$ cat src/rtl/stream_demux_pkg.sv
// Shared definitions for the stream demultiplexer: slot state encodings
// and the default parameter values used by the top level.
package stream_demux_pkg;

    // Slot occupancy: a slot either holds one beat or it does not.
    typedef enum logic {
        SLOT_EMPTY = 1'b0,
        SLOT_FULL  = 1'b1
    } slot_state_t;

    localparam int DEF_SIZE    = 16;
    localparam int DEF_NUM_OUT = 2;
    localparam int DEF_SEL_W   = 1;
    localparam int DEF_CNT_W   = 16;

endpackage

$ cat src/rtl/stream_demux_slot.sv
// One-entry register slice used for each output port of stream_demux.
//
//   state      | meaning
//   -----------+---------------------------------------------
//   SLOT_EMPTY | no beat held, valid low
//   SLOT_FULL  | beat held on data, valid high until drained
//
// The parent only asserts load when the slot is empty or being drained in
// the same cycle, so a load always wins over a drain (no bubble).
module demux_slot
    import stream_demux_pkg::*;
#(
    parameter int SIZE = DEF_SIZE
) (
    input  logic            clk,
    input  logic            reset,
    input  logic            load,
    input  logic [SIZE-1:0] load_data,
    input  logic            drain,
    output logic            valid,
    output logic [SIZE-1:0] data
);

    slot_state_t state;

    // Slot occupancy and held data; data only changes on a load.
    always_ff @(posedge clk or posedge reset) begin
        if (reset) begin
            state <= SLOT_EMPTY;
            data  <= '0;
        end else begin
            case (state)
                SLOT_EMPTY: begin
                    if (load) begin
                        state <= SLOT_FULL;
                        data  <= load_data;
                    end
                end
                SLOT_FULL: begin
                    if (load) begin
                        data <= load_data;
                    end else if (drain) begin
                        state <= SLOT_EMPTY;
                    end
                end
                default: state <= SLOT_EMPTY;
            endcase
        end
    end

    assign valid = (state == SLOT_FULL);

endmodule

$ cat src/rtl/stream_demux.sv
// Registered 1-to-NUM_OUT stream demultiplexer with per-port valid/ready.
// Each output owns a one-entry slot, so a stalled consumer only blocks beats
// addressed to itself. Beats addressed past the last port are swallowed and
// flagged on sel_err for one cycle.
// Optional feature: define STREAM_DEMUX_CNT_EN to add per-port transfer
// counters on xfer_cnt; otherwise xfer_cnt is tied to zero.
module stream_demux
    import stream_demux_pkg::*;
#(
    parameter int SIZE    = DEF_SIZE,
    parameter int NUM_OUT = DEF_NUM_OUT,
    parameter int SEL_W   = DEF_SEL_W,
    parameter int CNT_W   = DEF_CNT_W
) (
    input  logic                     clk,
    input  logic                     reset,
    input  logic                     in_valid,
    output logic                     in_ready,
    input  logic [SEL_W-1:0]         in_sel,
    input  logic [SIZE-1:0]          in_data,
    output logic [NUM_OUT-1:0]       out_valid,
    input  logic [NUM_OUT-1:0]       out_ready,
    output logic [NUM_OUT*SIZE-1:0]  out_data,
    output logic                     sel_err,
    output logic [NUM_OUT*CNT_W-1:0] xfer_cnt
);

    logic               sel_in_range;
    logic               sel_full;
    logic               sel_drain;
    logic               accept;
    logic [NUM_OUT-1:0] load;

    // Select decode and ready mux; in_valid only gates the load, never ready.
    always_comb begin
        sel_in_range = (int'(in_sel) < NUM_OUT);
        sel_full     = 1'b0;
        sel_drain    = 1'b0;
        for (int k = 0; k < NUM_OUT; k++) begin
            if (int'(in_sel) == k) begin
                sel_full  = out_valid[k];
                sel_drain = out_ready[k];
            end
        end
        in_ready = ~sel_in_range | ~sel_full | sel_drain;
        accept   = in_valid & in_ready;
        load     = '0;
        for (int k = 0; k < NUM_OUT; k++) begin
            load[k] = accept & (int'(in_sel) == k);
        end
    end

    for (genvar k = 0; k < NUM_OUT; k++) begin : g_slot
        demux_slot #(
            .SIZE(SIZE)
        ) u_slot (
            .clk      (clk),
            .reset    (reset),
            .load     (load[k]),
            .load_data(in_data),
            .drain    (out_ready[k]),
            .valid    (out_valid[k]),
            .data     (out_data[k*SIZE +: SIZE])
        );
    end

    // One-cycle flag for a beat that was accepted but had no destination.
    always_ff @(posedge clk or posedge reset) begin
        if (reset) begin
            sel_err <= 1'b0;
        end else begin
            sel_err <= in_valid & ~sel_in_range;
        end
    end

`ifdef STREAM_DEMUX_CNT_EN
    for (genvar k = 0; k < NUM_OUT; k++) begin : g_cnt
        logic [CNT_W-1:0] cnt_q;

        // Count completed handshakes on port k; wraps naturally.
        always_ff @(posedge clk or posedge reset) begin
            if (reset) begin
                cnt_q <= '0;
            end else if (out_valid[k] & out_ready[k]) begin
                cnt_q <= cnt_q + 1'b1;
            end
        end

        assign xfer_cnt[k*CNT_W +: CNT_W] = cnt_q;
    end
`else
    assign xfer_cnt = '0;
`endif

endmodule

$ cat config.mk
export PLATFORM = sky130hd
export DESIGN_NAME = stream_demux
export DESIGN_NICKNAME = d
export VERILOG_FILES = /design/src/rtl/stream_demux_pkg.sv /design/src/rtl/stream_demux_slot.sv /design/src/rtl/stream_demux.sv
export SDC_FILE = /design/constraint.sdc
export NUM_CORES = 1
export LEC_CHECK = 0
export BUFFER_PORTS_ARGS = -buffer_cell sky130_fd_sc_hd__buf_2
export CAP_MARGIN = 20
export CELL_PAD_IN_SITES_DETAIL_PLACEMENT = 1
export CELL_PAD_IN_SITES_GLOBAL_PLACEMENT = 2
export CORE_MARGIN = 4
export CORE_UTILIZATION = 29
export CTS_CLUSTER_SIZE = 20
export DETAILED_ROUTE_END_ITERATION = 6
export PLACE_DENSITY_LB_ADDON = 0.1
export SYNTH_ARGS = -nofsm -noshare
export SYNTH_HDL_FRONTEND = slang
export SYNTH_HIERARCHICAL = 1
export SYNTH_SLANG_ARGS = --single-unit
$ cat constraint.sdc
create_clock -name clk -period 3.5 [get_ports clk]
set_input_delay 0.175 -clock clk [delete_from_list [all_inputs] [get_ports clk]]
set_output_delay 0.175 -clock clk [all_outputs]
set_load 0.005 [all_outputs]
# Yosys cells after proc, flatten, opt, wreduce, memory -nomap -nowiden
# Cells that the tools add are included.
# Widths: inputs -> output; s select.
word_totals:
  inputBits: 22
  wordCells: 24
  regBits: 34
classes:
  bitwise: 8
  muxes: 12
op_table:
  columns: ["operator", "n"]
  rows:
  - ["$mux 16", 2]
  - ["$mux 1", 8]
  - ["$not 1->1", 4]
  - ["$pmux 1 s2", 2]
  - ["$and 1x1->1", 3]
  - ["$or 1x1->1", 1]

# Logic depth before layout (Yosys ltp)
depth:
  depth_word: 7
  mapped_depth: 5
  mapped_depth_nobuf: 3

# Cells and area by module
# The synthesis kept the hierarchy.
by_module_without_submodules:
  columns: ["module", "instances", "cells_per_inst", "area_each_um2", "seq_area_each_um2"]
  rows:
  - ["demux_slot", 2, 38, 686.9, 425.4]
  - ["stream_demux", 1, 41, 296.5, 0.0]

# Worst setup path after synthesis
# No wires, ideal clock.
synth_timing:
  path_type: "register to register"
  startpoint: "register g_slot[0].u_slot.state"
  endpoint: "register g_slot[0].u_slot.data[10]"
  arrival_ns: 1.264
  setup_time_ns: 0.125
  required_ns: 3.375
  period_less_slack_ns: 1.389
  path_slack_ns: 2.111
  stages_incl_launch_ff: 6
  path_cell_list: "dfrtp_1 > nor2b_1 > nor3b_2 > buf_6 > buf_12 > mux2_4"
synth_between:
  elab_chain_cells: 5
synth_lines:
  columns: ["element", "line", "rtl"]
  rows:
  - ["from (decl)", "stream_demux_slot.sv:24", "slot_state_t state;"]
  - ["from (signal assigned)", "stream_demux_slot.sv:29", "state <= SLOT_EMPTY;"]
  - ["from (signal assigned)", "stream_demux_slot.sv:35", "state <= SLOT_FULL;"]
  - ["from (signal assigned)", "stream_demux_slot.sv:43", "state <= SLOT_EMPTY;"]
  - ["$mux 1", "stream_demux.sv:40", "if (int'(in_sel) == k) begin"]
  - ["$not 1->1", "stream_demux.sv:45", "in_ready = ~sel_in_range | ~sel_full | sel_drain;"]
  - ["$or 1x1->1", "stream_demux.sv:45", null]
  - ["$and 1x1->1", "stream_demux.sv:46", "accept = in_valid & in_ready;"]
  - ["$and 1x1->1", "stream_demux.sv:49", "load[k] = accept & (int'(in_sel) == k);"]
  - ["named net load[0]", "stream_demux.sv:32", "logic [NUM_OUT-1:0] load;"]
  - ["to (signal assigned)", "stream_demux_slot.sv:36", "data <= load_data;"]
  - ["to (signal assigned)", "stream_demux_slot.sv:41", "data <= load_data;"]
  - ["to (decl)", "stream_demux_slot.sv:21", "output logic [SIZE-1:0] data"]
# The timed path passes the listed nets, and every way through them passes these cells.
# A chain may end at the register's enable or synchronous reset.

# Worst setup path after layout
layout_timing:
  startpoint: "register g_slot[0].u_slot.state"
  endpoint: "register g_slot[0].u_slot.data[2]"
# Same word-level chain as after synthesis.

==> flow_metrics.env <==
export IMPL_synth_distinct_cells=15
export IMPL_die_h_microns=83.9
export IMPL_instances_no_fill=249
export IMPL_synth_common_cells="34 x dfrtp_1, 33 x buf_4, 18 x mux2_4, 14 x mux2_2, 5 x inv_1"
export IMPL_die_area_sq_um=7040
export IMPL_drt_pass1_iterations=4
export IMPL_synth_top_area_share=0.509
export IMPL_cts_hold_buffers=0
export IMPL_slew_headroom=0.328
export IMPL_grt_pass1_vias=1054
export IMPL_status="finished with violations"
export IMPL_powerDensity_nw_per_um2=525
export IMPL_hold_viol=17
export IMPL_cts_sinks=34
export IMPL_wl_per_cell_microns=14.4
export IMPL_critical_path_peak_fanout=17
export IMPL_clk_latency_ns=0.28
export IMPL_synth_edf_count=0
export IMPL_top_layer_used="met4"
export IMPL_ys_warn_count=6
export IMPL_ys_async_sr_fraction=1.00
export IMPL_crit_start="g_slot[0].u_slot/valid"
export IMPL_seq_area_frac_synth=0.509
export IMPL_grt_pass1_wl_microns=5850
export IMPL_total_power_mw=1.03
export IMPL_drive_gt1_frac=0.565
export IMPL_n_antenna_cell=0
export IMPL_wl_met2_microns=1940
export IMPL_peakVddDrop_v=0.000118
export IMPL_synth_top_area_cell="dfrtp_1"
export IMPL_yosysMostFrequentCell="dfrtp_1"
export IMPL_cap_violations=0
export IMPL_synthCells=117
export IMPL_place_inst=241
export IMPL_dpl_hpwl_microns=2740
export IMPL_clkSlewWorstSetupHoldPaths_ns=0.07
export IMPL_drt_initial_drc_count=28
export IMPL_port_buffers=56
export IMPL_ant_nets=0
export IMPL_detailedPlace_worstSlack_ns=1.57
export IMPL_htreeDepth=2
export IMPL_rsz0062_at_grt="false"
export IMPL_cts_tree="yes"
export IMPL_clk_path_buf_depth=2
export IMPL_avgSynthCellArea_sq_um=14.3
export IMPL_arrival_ns=2.09
export IMPL_fin_crit_ns=1.93
export IMPL_violations="hold timing"
export IMPL_drc_errors=0
export IMPL_grt_usage=0.106
export IMPL_synthTopCellsByArea="dfrtp_1 51%, mux2_4 16%, buf_4 15%, mux2_2 9.4%, buf_12 2.4%"
export IMPL_crit_type="reg -> reg"
export IMPL_viasPerCell=3.84
export IMPL_nNetsFinal=198
export IMPL_fin_util=0.354
export IMPL_max_freq_mhz=518
export IMPL_yosys_register_bits=34
export IMPL_rows=27
export IMPL_grt_max_degree=18
export IMPL_setup_viol=0
export IMPL_ys_flop_type="dfrtp_1"
export IMPL_hold_path_class="in -> async"
export IMPL_finalSetupTns_ns=0
export IMPL_reg2regPathDepth=3
export IMPL_drv_slew=0
export IMPL_num_vias=955
export IMPL_synthToLayoutAreaGrowth_pct=17.3
export IMPL_start_kind="flip-flop"
export IMPL_die_width_microns=83.9
export IMPL_grt_overflow=0
export IMPL_cts_setup_buffers=0
export IMPL_cts_root_buf="clkbuf_8"
export IMPL_fin_ws_ns=1.57
export IMPL_synth_area_sq_um=1670
export IMPL_worst_slew_pin_transition_ns=1.01
export IMPL_core_area_sq_um=5540
export IMPL_met3_length_microns=214
export IMPL_place_area_sq_um=1870
export IMPL_routed_wl_microns=3590
export IMPL_start_util=0.301
export IMPL_skew_ns=0.00563
export IMPL_p_leak_nw=1.02
export IMPL_numCtsBuffers=5
export IMPL_antenna_found_initial=0
export IMPL_holdWs_ns=-0.0104
export IMPL_gp_congestion=0.650
export IMPL_final_area_sq_um=1960
export IMPL_worst_r2r_startpoint="g_slot[0].u_slot/valid"
export IMPL_fin_crit_sh=0.551
export IMPL_cp_required_ns=3.66
export IMPL_wl_met1_microns=1400
export IMPL_cp_end_kind="flip-flop"
export IMPL_post_cts_resized=0
export IMPL_io_pins=90
cell families after synthesis:
family | count (synthesis) | share of synthesized area
buf+inv | 42 | 0.197
other cells | 1 | 0.00225
flops | 34 | 0.509
mux | 32 | 0.256
compound gates | 4 | 0.0172
simple gates | 4 | 0.0180
report_power, final:
group	internal, mW	switching (mW)
registers	0.464	0.0380
clock network	0.159	0.135
logic	0.138	0.0952
cell type report:
cell class / instances / area (sq um)
fill: 642 / 3580
tap: 72 / 90.1
inverter: 5 / 18.8
clock buffer: 7 / 86.3
multi-input combinational: 73 / 621
timing repair buffer: 57 / 288
sequential: 34 / 851
clock inverter: 1 / 5.00
worst paths after layout:
path | endpoint | slack (ns)
min in group clk | g_slot[0].u_slot/data[4] | 0.14
max in group asynchronous | g_slot[1].u_slot/data[7] | 3.02
setup reg to reg | g_slot[0].u_slot/data[2] | 1.57
hold reg to reg | g_slot[0].u_slot/data[15] | 0.50
hold / removal | g_slot[0].u_slot/valid | -0.01
setup / recovery | g_slot[0].u_slot/data[2] | 1.57
flip-flops by register name, summed over array words and instances (netlist names):
name                 count
g_slot.u_slot/data      32
g_slot.u_slot/valid      2
layout by cell type (no fill, tap or decap), drive strengths merged:
cell type,n
a21o,2
a31oi,1
nor3b,2
buf,57
dfrtp,34
clkinv,1
clkbuf,7
inv,5
conb,33
mux2,32
nor2b,1
nand2,1
a21oi,1
metal layers:
layer | up-vias | global-route usage
met1 | 481 | 0.116
met4 | 0 | 0.0439
li1 | 432 | -
met2 | 40 | 0.189
met3 | 2 | 0.0306
met5 | - | 0
worst max-delay path, cell delays in order (launching register included):
cell	delay (ns)
dfrtp_1	0.41
nor2b_1	0.17
nor3b_4	0.82
mux2_2	0.41
Note: power is estimated with default switching activity, not from simulation.
